### src/rtl/led_arb_pkg.sv
// ---------------------------------------------------------------------------
// led_arb_pkg
// Shared types and helpers for the LED bank arbiter.
//   arb_state_t : FSM state encoding (IDLE, OWN, RELEASE)
//   N_REQ       : number of requesters sharing the LED bank
//   LED_W       : width of the LED bank / requester patterns
//   LED_IDLE    : bank value shown while nobody owns it (LED5 lit)
//   idx_to_oh   : requester index -> one-hot grant vector
//   rr_next     : next index in round-robin order (mod N_REQ)
//   rr_pick     : first requesting index after 'last' in round-robin order
// ---------------------------------------------------------------------------
package led_arb_pkg;

  localparam int N_REQ = 3;
  localparam int LED_W = 5;

  localparam logic [LED_W-1:0] LED_IDLE = 5'b10000;

  typedef enum logic [1:0] {
    ST_IDLE    = 2'd0,
    ST_OWN     = 2'd1,
    ST_RELEASE = 2'd2
  } arb_state_t;

  function automatic logic [N_REQ-1:0] idx_to_oh(input logic [1:0] idx);
    logic [N_REQ-1:0] oh;
    oh = '0;
    case (idx)
      2'd0:    oh = 3'b001;
      2'd1:    oh = 3'b010;
      2'd2:    oh = 3'b100;
      default: oh = '0;
    endcase
    return oh;
  endfunction

  function automatic logic [1:0] rr_next(input logic [1:0] idx);
    logic [1:0] nxt;
    nxt = (idx == 2'd2) ? 2'd0 : idx + 2'd1;
    return nxt;
  endfunction

  // Search order is last+1, last+2, last; the previous owner is considered
  // only after every other requester, which is what makes a release fair.
  function automatic logic [1:0] rr_pick(input logic [1:0]       last,
                                         input logic [N_REQ-1:0] req);
    logic [1:0] c1;
    logic [1:0] c2;
    logic [1:0] pick;
    c1 = rr_next(last);
    c2 = rr_next(c1);
    if ((req & idx_to_oh(c1)) != '0)      pick = c1;
    else if ((req & idx_to_oh(c2)) != '0) pick = c2;
    else                                  pick = last;
    return pick;
  endfunction

endpackage

### src/rtl/led_arbiter_tick_div.sv
// ---------------------------------------------------------------------------
// led_tick_div
// Free-running scheduling-tick divider. Counts 0..TICK_DIV-1 and raises
// 'tick' for the single cycle in which the count sits at TICK_DIV-1; the
// count wraps to 0 on that same edge. While 'en' is low the count is held
// at 0 and no tick is produced.
// Ports:
//   clk   : clock, rising edge
//   rst_n : asynchronous active-low reset (count -> 0)
//   en    : count enable
//   tick  : one-cycle pulse every TICK_DIV enabled cycles
// ---------------------------------------------------------------------------
module led_tick_div #(
  parameter int TICK_DIV = 1200000
) (
  input  logic clk,
  input  logic rst_n,
  input  logic en,
  output logic tick
);

  localparam int CW = $clog2(TICK_DIV);
  localparam logic [CW-1:0] LAST = CW'(TICK_DIV - 1);

  logic [CW-1:0] count;

  always_ff @(posedge clk or negedge rst_n) begin
    if (!rst_n) begin
      count <= '0;
    end else if (!en) begin
      count <= '0;
    end else if (count == LAST) begin
      count <= '0;
    end else begin
      count <= count + CW'(1);
    end
  end

  assign tick = en && (count == LAST);

endmodule

### src/rtl/led_arbiter.sv
// ---------------------------------------------------------------------------
// led_arbiter
// Round-robin arbiter giving one of three requesters ownership of a 5-LED
// bank. An owner keeps the bank for at least HOLD_TICKS scheduling ticks and
// loses it after MAX_TICKS ticks if someone else is waiting.
//
// Request/grant protocol: req[i] is a level held by requester i for as long
// as it wants the bank. grant is registered and one-hot; grant[i] rises the
// cycle after the arbiter accepts req[i] and stays high until the grant
// ends, at which point grant drops and done pulses for exactly one cycle.
// A requester must keep req high to keep its pattern live; dropping req
// freezes the displayed pattern and, once the minimum hold has elapsed,
// ends the grant.
//
// Optional feature (macro LED_ARB_STARTUP_EN): a startup blanking counter
// of STARTUP_CYCLES cycles after reset, during which no grant is issued and
// the tick divider is held at 0. Without the macro arbitration starts on the
// first clock after reset release.
//
// Ports:
//   clk            : clock, rising edge
//   rst_n          : asynchronous active-low reset
//   req[2:0]       : request level per requester
//   pat0/pat1/pat2 : LED pattern of requester i, bit0 -> LED1 .. bit4 -> LED5
//   grant[2:0]     : one-hot ownership, registered
//   done           : one-cycle pulse when a grant ends
//   LED1..LED5     : LED bank, registered
//   idle           : high while no requester owns the bank
// ---------------------------------------------------------------------------
module led_arbiter
  import led_arb_pkg::*;
#(
  parameter int TICK_DIV       = 1200000,
  parameter int HOLD_TICKS     = 4,
  parameter int MAX_TICKS      = 16,
  parameter int STARTUP_CYCLES = 12000000
) (
  input  logic             clk,
  input  logic             rst_n,
  input  logic [N_REQ-1:0] req,
  input  logic [LED_W-1:0] pat0,
  input  logic [LED_W-1:0] pat1,
  input  logic [LED_W-1:0] pat2,
  output logic [N_REQ-1:0] grant,
  output logic             done,
  output logic             LED1,
  output logic             LED2,
  output logic             LED3,
  output logic             LED4,
  output logic             LED5,
  output logic             idle
);

  // Parameter sanity checks, evaluated at elaboration.
  if (TICK_DIV < 2) begin : g_chk_div
    $error("led_arbiter: TICK_DIV must be >= 2");
  end
  if (HOLD_TICKS < 1) begin : g_chk_hold
    $error("led_arbiter: HOLD_TICKS must be >= 1");
  end
  if (MAX_TICKS < HOLD_TICKS) begin : g_chk_max
    $error("led_arbiter: MAX_TICKS must be >= HOLD_TICKS");
  end
  if (STARTUP_CYCLES < 1) begin : g_chk_start
    $error("led_arbiter: STARTUP_CYCLES must be >= 1");
  end

  localparam int HW = $clog2(MAX_TICKS + 1);
  localparam logic [HW-1:0] HOLD_V = HW'(HOLD_TICKS);
  localparam logic [HW-1:0] MAX_V  = HW'(MAX_TICKS);

  arb_state_t       state;
  logic [1:0]       owner;
  logic [1:0]       last_owner;
  logic [HW-1:0]    hold_cnt;
  logic [N_REQ-1:0] grant_q;
  logic             done_q;
  logic [LED_W-1:0] led_q;
  logic             idle_q;

  logic             run;
  logic             tick;
  logic [1:0]       sel;
  logic [N_REQ-1:0] owner_oh;
  logic             own_req;
  logic             other_req;
  logic             rel_cond;
  logic [LED_W-1:0] pat_sel;

  // -------------------------------------------------------------------------
  // Arbitration enable: optional startup blanking
  // -------------------------------------------------------------------------
`ifdef LED_ARB_STARTUP_EN
  localparam int SW = $clog2(STARTUP_CYCLES + 1);
  localparam logic [SW-1:0] START_LAST = SW'(STARTUP_CYCLES);

  logic [SW-1:0] start_cnt;

  always_ff @(posedge clk or negedge rst_n) begin
    if (!rst_n) begin
      start_cnt <= '0;
    end else if (start_cnt != START_LAST) begin
      start_cnt <= start_cnt + SW'(1);
    end
  end

  assign run = (start_cnt == START_LAST);
`else
  assign run = 1'b1;
`endif

  led_tick_div #(
    .TICK_DIV (TICK_DIV)
  ) u_tick_div (
    .clk   (clk),
    .rst_n (rst_n),
    .en    (run),
    .tick  (tick)
  );

  // -------------------------------------------------------------------------
  // Selection and release conditions
  // -------------------------------------------------------------------------
  assign sel       = rr_pick(last_owner, req);
  assign owner_oh  = idx_to_oh(owner);
  assign own_req   = |(req & owner_oh);
  assign other_req = |(req & ~owner_oh);

  // Normal release once the minimum hold is met and the owner has let go;
  // fairness revoke once the maximum is reached and someone else waits.
  assign rel_cond = ((hold_cnt >= HOLD_V) && !own_req) ||
                    ((hold_cnt == MAX_V) && other_req);

  always_comb begin
    pat_sel = pat2;
    case (owner)
      2'd0:    pat_sel = pat0;
      2'd1:    pat_sel = pat1;
      default: pat_sel = pat2;
    endcase
  end

  // -------------------------------------------------------------------------
  // FSM with registered outputs
  // -------------------------------------------------------------------------
  always_ff @(posedge clk or negedge rst_n) begin
    if (!rst_n) begin
      state      <= ST_IDLE;
      owner      <= 2'd0;
      last_owner <= 2'd2;
      hold_cnt   <= '0;
      grant_q    <= '0;
      done_q     <= 1'b0;
      led_q      <= LED_IDLE;
      idle_q     <= 1'b1;
    end else begin
      done_q <= 1'b0;
      case (state)
        ST_IDLE: begin
          grant_q <= '0;
          led_q   <= LED_IDLE;
          idle_q  <= 1'b1;
          if (run && (req != '0)) begin
            state    <= ST_OWN;
            owner    <= sel;
            grant_q  <= idx_to_oh(sel);
            hold_cnt <= '0;
            // The owner's pattern appears one cycle after the grant, so the
            // bank is dark for the first owned cycle.
            led_q    <= '0;
            idle_q   <= 1'b0;
          end
        end

        ST_OWN: begin
          if (tick && (hold_cnt != MAX_V)) begin
            hold_cnt <= hold_cnt + HW'(1);
          end
          // Pattern follows the owner only while it is requesting; otherwise
          // the last sampled pattern stays on the bank.
          if (own_req) begin
            led_q <= pat_sel;
          end
          if (rel_cond) begin
            state   <= ST_RELEASE;
            grant_q <= '0;
            done_q  <= 1'b1;
            led_q   <= '0;
            idle_q  <= 1'b1;
          end
        end

        ST_RELEASE: begin
          state      <= ST_IDLE;
          last_owner <= owner;
          led_q      <= LED_IDLE;
          idle_q     <= 1'b1;
        end

        default: begin
          state   <= ST_IDLE;
          grant_q <= '0;
          led_q   <= LED_IDLE;
          idle_q  <= 1'b1;
        end
      endcase
    end
  end

  assign grant = grant_q;
  assign done  = done_q;
  assign idle  = idle_q;
  assign LED1  = led_q[0];
  assign LED2  = led_q[1];
  assign LED3  = led_q[2];
  assign LED4  = led_q[3];
  assign LED5  = led_q[4];

endmodule

### config.mk
export PLATFORM = sky130hd
export DESIGN_NAME = led_arbiter
export DESIGN_NICKNAME = d
export VERILOG_FILES = /design/src/rtl/led_arb_pkg.sv /design/src/rtl/led_arbiter_tick_div.sv /design/src/rtl/led_arbiter.sv
export SDC_FILE = /design/constraint.sdc
export NUM_CORES = 1
export LEC_CHECK = 0
export BUFFER_PORTS_ARGS = -buffer_cell sky130_fd_sc_hd__buf_2
export CAP_MARGIN = 25
export CORE_ASPECT_RATIO = 0.8
export CORE_MARGIN = 3
export CORE_UTILIZATION = 40
export DETAILED_ROUTE_END_ITERATION = 10
export MAX_ROUTING_LAYER = met4
export PLACE_DENSITY = 0.71
export SLEW_MARGIN = 15
export SYNTH_ARGS = -nofsm -noshare
export SYNTH_HDL_FRONTEND = slang
export SYNTH_HIERARCHICAL = 1
export SYNTH_SLANG_ARGS = --single-unit
### constraint.sdc
create_clock -name clk -period 5.38 [get_ports clk]
set_input_delay 0 -clock clk [delete_from_list [all_inputs] [get_ports clk]]
set_output_delay 0 -clock clk [all_outputs]
set_load 0.03 [all_outputs]
# Word-level counts from Yosys, hierarchy flattened
# Cells that the tools add are included.
# Widths: inputs -> output; s select.
[totals]
regBits = 42
in_bits = 20
out_inout_bits = 10
wordCells = 87
[classes]
n_addsub = 4
order_cmp = 1
eq_ne = 18
mux = 29
bitwise = 6
n_reduce_logical = 20
[op_table]
columns = ["cell", "count"]
rows = [
  ["$pmux 3 s3", 5],
  ["$pmux 5 s2", 3],
  ["$mux 5", 5],
  ["$add 21x1->21 const B", 1],
  ["$eq 21x21->1 const B", 1],
  ["$mux 21", 1],
  ["$and 3x3->3", 4],
  ["$eq 2x2->1 const B", 6],
  ["$mux 2", 6],
  ["$eq 2x1->1 const B", 5],
  ["$logic_not 2->1", 5],
  ["$mux 3", 3],
  ["$reduce_bool 3->1", 3],
  ["$ne 2x2->1 const B", 3],
  ["$reduce_and 2->1", 3],
  ["$reduce_or 3->1", 2],
  ["$add 5x1->5 const B", 1],
  ["$eq 5x5->1 const B", 1],
  ["$ge 5x3->1 const B", 1],
  ["$ne 5x5->1 const B", 1],
  ["$add 2x1->2 const B", 2],
  ["$mux 1", 4],
  ["$pmux 2 s2", 1],
  ["$logic_and 1x1->1", 3],
  ["other kinds (8)", 8],
]

# Logic depth before layout (Yosys ltp)
[depth]
ltp_word = 15
mapped_depth = 8
ltp_nobuf = 8

# By module
# The synthesis kept the hierarchy.
[modules_own_cells]
columns = ["module", "n_inst", "cells_each", "area_each_um2", "seq_area_each_um2"]
rows = [
  ["led_arbiter", 1, 129, 1247.4, 529.3],
  ["led_tick_div", 1, 113, 1138.6, 525.5],
]

# Least setup slack after synthesis
# No wires, ideal clock.
[synth_timing]
path_type = "reg-to-reg"
from = "reg u_tick_div.count[0]"
to = "reg hold_cnt[4]"
setup_time_ps = 132
arrival_time_ps = 1923
required_time_ps = 5248
setup_slack_ps = 3325
stages_incl_launch_ff = 9
n_path_buf = 0
synth_period_minus_slack_ps = 2055
cell_sequence = "dfrtp_1 -> ha_1 -> nand4_2 -> or3_4 -> nor3_1 -> and4b_1 -> nand3_1 -> xor2_1 -> nor2_1"
[synth_between]
elab_chain_cells = 4
[synth_rtl]
columns = ["element", "line", "text"]
rows = [
  ["start, declared", "led_arbiter_tick_div.sv:25", "logic [CW-1:0] count;"],
  ["start signal, assigned", "led_arbiter_tick_div.sv:35", "count <= count + CW'(1);"],
  ["$eq 21x21->1", "led_arbiter_tick_div.sv:39", "assign tick = en && (count == LAST);"],
  ["named net tick", "led_arbiter.sv:82", "logic tick;"],
  ["$logic_and 1x1->1", "led_arbiter.sv:176", "if (tick && (hold_cnt != MAX_V)) begin"],
  ["$ne 2x2->1 (no line)", "--", ""],
  ["$reduce_and 3->1 (no line)", "--", ""],
  ["end signal, assigned", "led_arbiter.sv:177", "hold_cnt <= hold_cnt + HW'(1);"],
  ["end, declared", "led_arbiter.sv:75", "logic [HW-1:0] hold_cnt;"],
]
# The timed path passes the listed nets, and every way through them passes these cells.
# A chain may end at the register's enable or synchronous reset.

# Worst setup path in the final report
[layout_timing]
from = "reg u_tick_div.count[0]"
to = "reg hold_cnt[3]"
# Same word-level chain as after synthesis.

==> impl_summary.md <==
Placed design
The congestion estimate from routability-driven global placement came to 0.8004. The post-placement setup slack is 3.061 ns. The HPWL after detailed placement is 3487 um. During placement, the flow inserted port buffers numbering 29.

Yosys
Yosys mapped the design onto 58 distinct sky130hd cell types. The number of storage elements in the synthesis netlist is 42. The cell count after synthesis is 242. After synthesis the cells add up to 2386 um2.

After synthesis, the share of flip-flops with an asynchronous set or reset is 100.0%. Yosys printed 6 warnings. Sequential elements use 44.21% of the synthesized area. Each instance of the synthesized netlist takes up on average 9.860 um2.

The number of enable flip-flop cells after synthesis is 0. The leading register cell type out of synthesis is sky130_fd_sc_hd__dfrtp_1.

STA
The worst-case clock skew is 0.005612 ns. Setup repair after global routing left no endpoint under its margin. The number of pins exceeding their max-slew limit in the final report is 0. The count of endpoints failing hold in the final timing report was 0. Headroom to the max-slew limit came out at 54.95%. The final critical delay including setup and external delays is 2.356 ns.

In the finished design, the share of the clock period the worst path needs comes to 43.79%. Once routing completed, OpenROAD measured the worst setup slack at 3.024 ns. At the pin with the least slew margin, the transition time is 0.6706 ns.

The final total negative setup slack is 0 ns. The highest clock rate is 424.5 MHz. The total of endpoints with negative setup slack in the final report is 0.

Layout
The area growth from synthesis to layout is 13.95%. At the end of the flow, the number of nets in the layout was 300. The post-route netlist has 21.58% of its cells at a drive strength greater than 1. The multi-input combinational cell area is 1262 um2. The antenna cell count is 0.

Counting the fill cells in the layout gives 554. The sequential cell area is 1055 um2.

Floorplan
Measured along the y axis, the die boundary spans 75.08 um. The initial standard-cell utilization of the core is 42.49%. The I/O pin count is 30. In this run the core area contains 24 standard-cell rows. The area enclosed by the die boundary is 6934 um2. The die extent in x is 92.35 um.

The core area is 5615 um2.

Pwr
The power density relative to cell area is 276.9 nW/um2. For this design the static power due to leakage is 1.212 nW. The largest vdd supply drop is 0.0001764 V. The total power after layout is 0.7528 mW.

Global route
The residual overflow from global routing is 0. The via count of the first global-routing pass came to 1691. The wire length of the first global-routing pass is 8052 um. The initial antenna violation count was 0. The pin count of the biggest net entering global routing is 43. The aggregate global-route resource usage is 15.01%.

Detailed routing
The detailed-route DRC error count is 0. Detailed routing inserted a total of 1873 vias. The average via count per standard cell is 5.261. The first TritonRoute pass finished after 4 iterations. The number of violations reported at the end of detailed-routing iteration 0 is 149. The count of nets left with antenna violations after detail routing is 0. The routed wire length is 4704 um. The mean routed wirelength per cell is 13.21 um.

Clock tree
The cell at the root of the clock tree is sky130_fd_sc_hd__clkbuf_8. Clock latency on the worst-skew pair, taken at its later pin, is 0.29 ns. Clock-pin slew was measured on the worst setup and hold paths at 0.08 ns.

The clock tree from TritonCTS is built. CTS saw 42 sinks. The H-tree depth reported by CTS is 2. Post-CTS timing repair inserted 0 buffers for setup.

TritonCTS created 5 clock buffers. The number of buffers on the longest clock path is 2.

Run status
The run finished with clean final reports.

Setup path
The startpoint type of the worst setup path is a flop. Of all nets on the critical path, the largest fanout is 7. The endpoint identified for the worst register-to-register timing path is hold_cnt[3]$_DFFE_PN0P_. For the worst flop-to-flop path, the logic depth is 8.

The critical register-to-register path startpoint is u_tick_div/count[0]$_DFF_PN0_. The setup check on the worst reg-to-reg path leaves a slack of 3.02 ns. The critical path required time is 5.54 ns. The critical setup path kind is flop to flop. The worst setup path is captured at a flop. Data arrives at the worst endpoint at 2.52 ns.

Flow run
The count of maximum capacitance violations is 0.

Hold path
For hold timing, the worst endpoint is led_q[3]$_DFFE_PN0P_. The number of stages on the worst hold path is 5. The worst min-delay path startpoint is pat2[3]. The worst hold path class is input pin to flop.
synth_stat cells, types with 2 or more instances:
library cell	instances	area share, %
sky130_fd_sc_hd__o21a_1	2	0.63
sky130_fd_sc_hd__o21ai_1	2	0.42
sky130_fd_sc_hd__xor2_1	5	1.8
sky130_fd_sc_hd__o211a_1	2	0.84
sky130_fd_sc_hd__and3_2	2	0.63
sky130_fd_sc_hd__dfrtp_1	39	41
sky130_fd_sc_hd__mux2_2	2	0.94
sky130_fd_sc_hd__dfstp_2	3	3.3
sky130_fd_sc_hd__nor4_1	5	1.3
sky130_fd_sc_hd__nor3_1	8	1.7
sky130_fd_sc_hd__nand4_1	2	0.52
sky130_fd_sc_hd__mux2i_1	9	3.8
sky130_fd_sc_hd__xnor2_1	12	4.4
sky130_fd_sc_hd__and2_1	2	0.52
sky130_fd_sc_hd__or3_1	2	0.52
sky130_fd_sc_hd__and3_1	2	0.52
sky130_fd_sc_hd__or3b_4	2	0.94
sky130_fd_sc_hd__nor2_1	27	4.2
sky130_fd_sc_hd__nand2_1	19	3.0
sky130_fd_sc_hd__nor4_4	2	1.8
sky130_fd_sc_hd__nand3_1	18	3.8
sky130_fd_sc_hd__nand4_2	2	1.0
sky130_fd_sc_hd__o21ai_2	2	0.73
sky130_fd_sc_hd__o2111ai_1	2	0.73
sky130_fd_sc_hd__a21oi_1	8	1.7
sky130_fd_sc_hd__inv_1	10	1.6
sky130_fd_sc_hd__buf_4	3	0.94
sky130_fd_sc_hd__ha_1	3	1.6
sky130_fd_sc_hd__nor2b_1	3	0.79
sky130_fd_sc_hd__o21ai_0	11	2.3
sky130_fd_sc_hd__o211ai_1	4	1.3
where the power goes:
part           internal (mW)  total [mW]  switching [mW]
logic                 0.0625       0.166           0.104
clock network          0.104       0.209           0.106
registers              0.346       0.377          0.0313
total                  0.512       0.753           0.241
how the worst max path moves through the flow:
stage | start | to | slack (ns) | cells after the start
2_1_floorplan | u_tick_div/count[0]$_DFF_PN0_ | hold_cnt[4]$_DFFE_PN0P_ | 3.33 | 8
3_3_place_gp | u_tick_div/count[0]$_DFF_PN0_ | hold_cnt[4]$_DFFE_PN0P_ | 3.22 | 8
3_5_place_dp | u_tick_div/count[0]$_DFF_PN0_ | hold_cnt[3]$_DFFE_PN0P_ | 3.06 | 8
4_1_cts | u_tick_div/count[0]$_DFF_PN0_ | hold_cnt[3]$_DFFE_PN0P_ | 3.06 | 8
5_1_grt | u_tick_div/count[0]$_DFF_PN0_ | hold_cnt[4]$_DFFE_PN0P_ | 2.86 | 8
6_report | u_tick_div/count[0]$_DFF_PN0_ | hold_cnt[3]$_DFFE_PN0P_ | 3.02 | 8
routing by layer:
layer	track usage [%]	share of wire [%]	up-vias	routed length, um
met2	20.82	43	32	2010
met5	-	0	-	0
met4	4.448	0.70	0	33
met3	2.997	3.7	2	174
li1	-	-	938	-
met1	21.99	53	901	2486
repair_timing:
action,in CTS,in global routing
gates resized for setup,0,0
hold endpoints to repair,39,0
hold buffers,1,0
setup endpoints to repair,0,0
kinds of logic (layout without fill, tap and decap cells):
kind of cell | Yosys count | after routing | share of synthesized area, %
buffers and inverters | 16 | 49 | 3.356
DFF | 42 | 42 | 44.21
and+or+nand+nor | 109 | 109 | 26.90
AOI/OAI and AO/OA | 43 | 43 | 12.85
adders and majority gates | 3 | 3 | 1.573
muxes | 11 | 11 | 4.720
other | 1 | 4 | 0.1572
xor gates and xnor gates | 17 | 17 | 6.240
area by class of cell:
type                       instances  area share, %
clock buffer                       7          3.175
clock inverter                     1         0.1841
timing repair buffer              31          6.443
tap                               78          3.590
inverter                          10          1.381
multi-input combinational        187          46.43
sequential                        42          38.79
state kept, by name, summed over array words and instances, names as in the netlist:
| signal | cells |
|---|---|
| u_tick_div/count | 21 |
| hold_cnt | 5 |
| led_q | 5 |
| grant | 3 |
| last_owner | 2 |
| owner | 2 |
| state | 2 |
| done | 1 |
| idle | 1 |
through the flow:
| step | cell area (um2) | hold slack [ns] | instances | utilization [%] |
|---|---|---|---|---|
| after floorplan | 2397 | -0.2956 | 245 | - |
| after global placement | 2597 | 0.1986 | 346 | 46.26 |
| after detailed placement | 2597 | 0.2040 | 346 | 46.26 |
| after CTS | 2699 | 0.07566 | 355 | 48.06 |
| after global routing | 2719 | 0.09930 | 356 | 48.42 |
| final | 2719 | 0.08029 | 356 | 48.42 |
worst max-delay path: stages, from the launching register on:
cell	delay, ns
sky130_fd_sc_hd__dfrtp_1	0.41
sky130_fd_sc_hd__ha_1	0.25
sky130_fd_sc_hd__nand4_2	0.23
sky130_fd_sc_hd__or3_4	0.41
sky130_fd_sc_hd__nor3_1	0.35
sky130_fd_sc_hd__and4b_1	0.27
sky130_fd_sc_hd__nand3_1	0.10
sky130_fd_sc_hd__xor2_1	0.15
sky130_fd_sc_hd__nor2_1	0.06
layout by cell type, fill, tap and decap left out, types with 3 or more instances in the layout:
cell                       count
sky130_fd_sc_hd__ha_1          3
sky130_fd_sc_hd__inv_1        10
sky130_fd_sc_hd__dfstp_2       3
sky130_fd_sc_hd__xnor2_1      12
sky130_fd_sc_hd__clkbuf_8      6
sky130_fd_sc_hd__xor2_1        5
sky130_fd_sc_hd__nor3_1        8
sky130_fd_sc_hd__o211ai_1      4
sky130_fd_sc_hd__nand3_1      18
sky130_fd_sc_hd__mux2i_1       9
sky130_fd_sc_hd__o21ai_0      11
sky130_fd_sc_hd__a21oi_1       8
sky130_fd_sc_hd__nand2_1      19
sky130_fd_sc_hd__nor2b_1       3
sky130_fd_sc_hd__nor2_1       27
sky130_fd_sc_hd__conb_1        4
sky130_fd_sc_hd__buf_2        29
sky130_fd_sc_hd__nor4_1        5
sky130_fd_sc_hd__dfrtp_1      39
(Power assumes the default switching activity.)
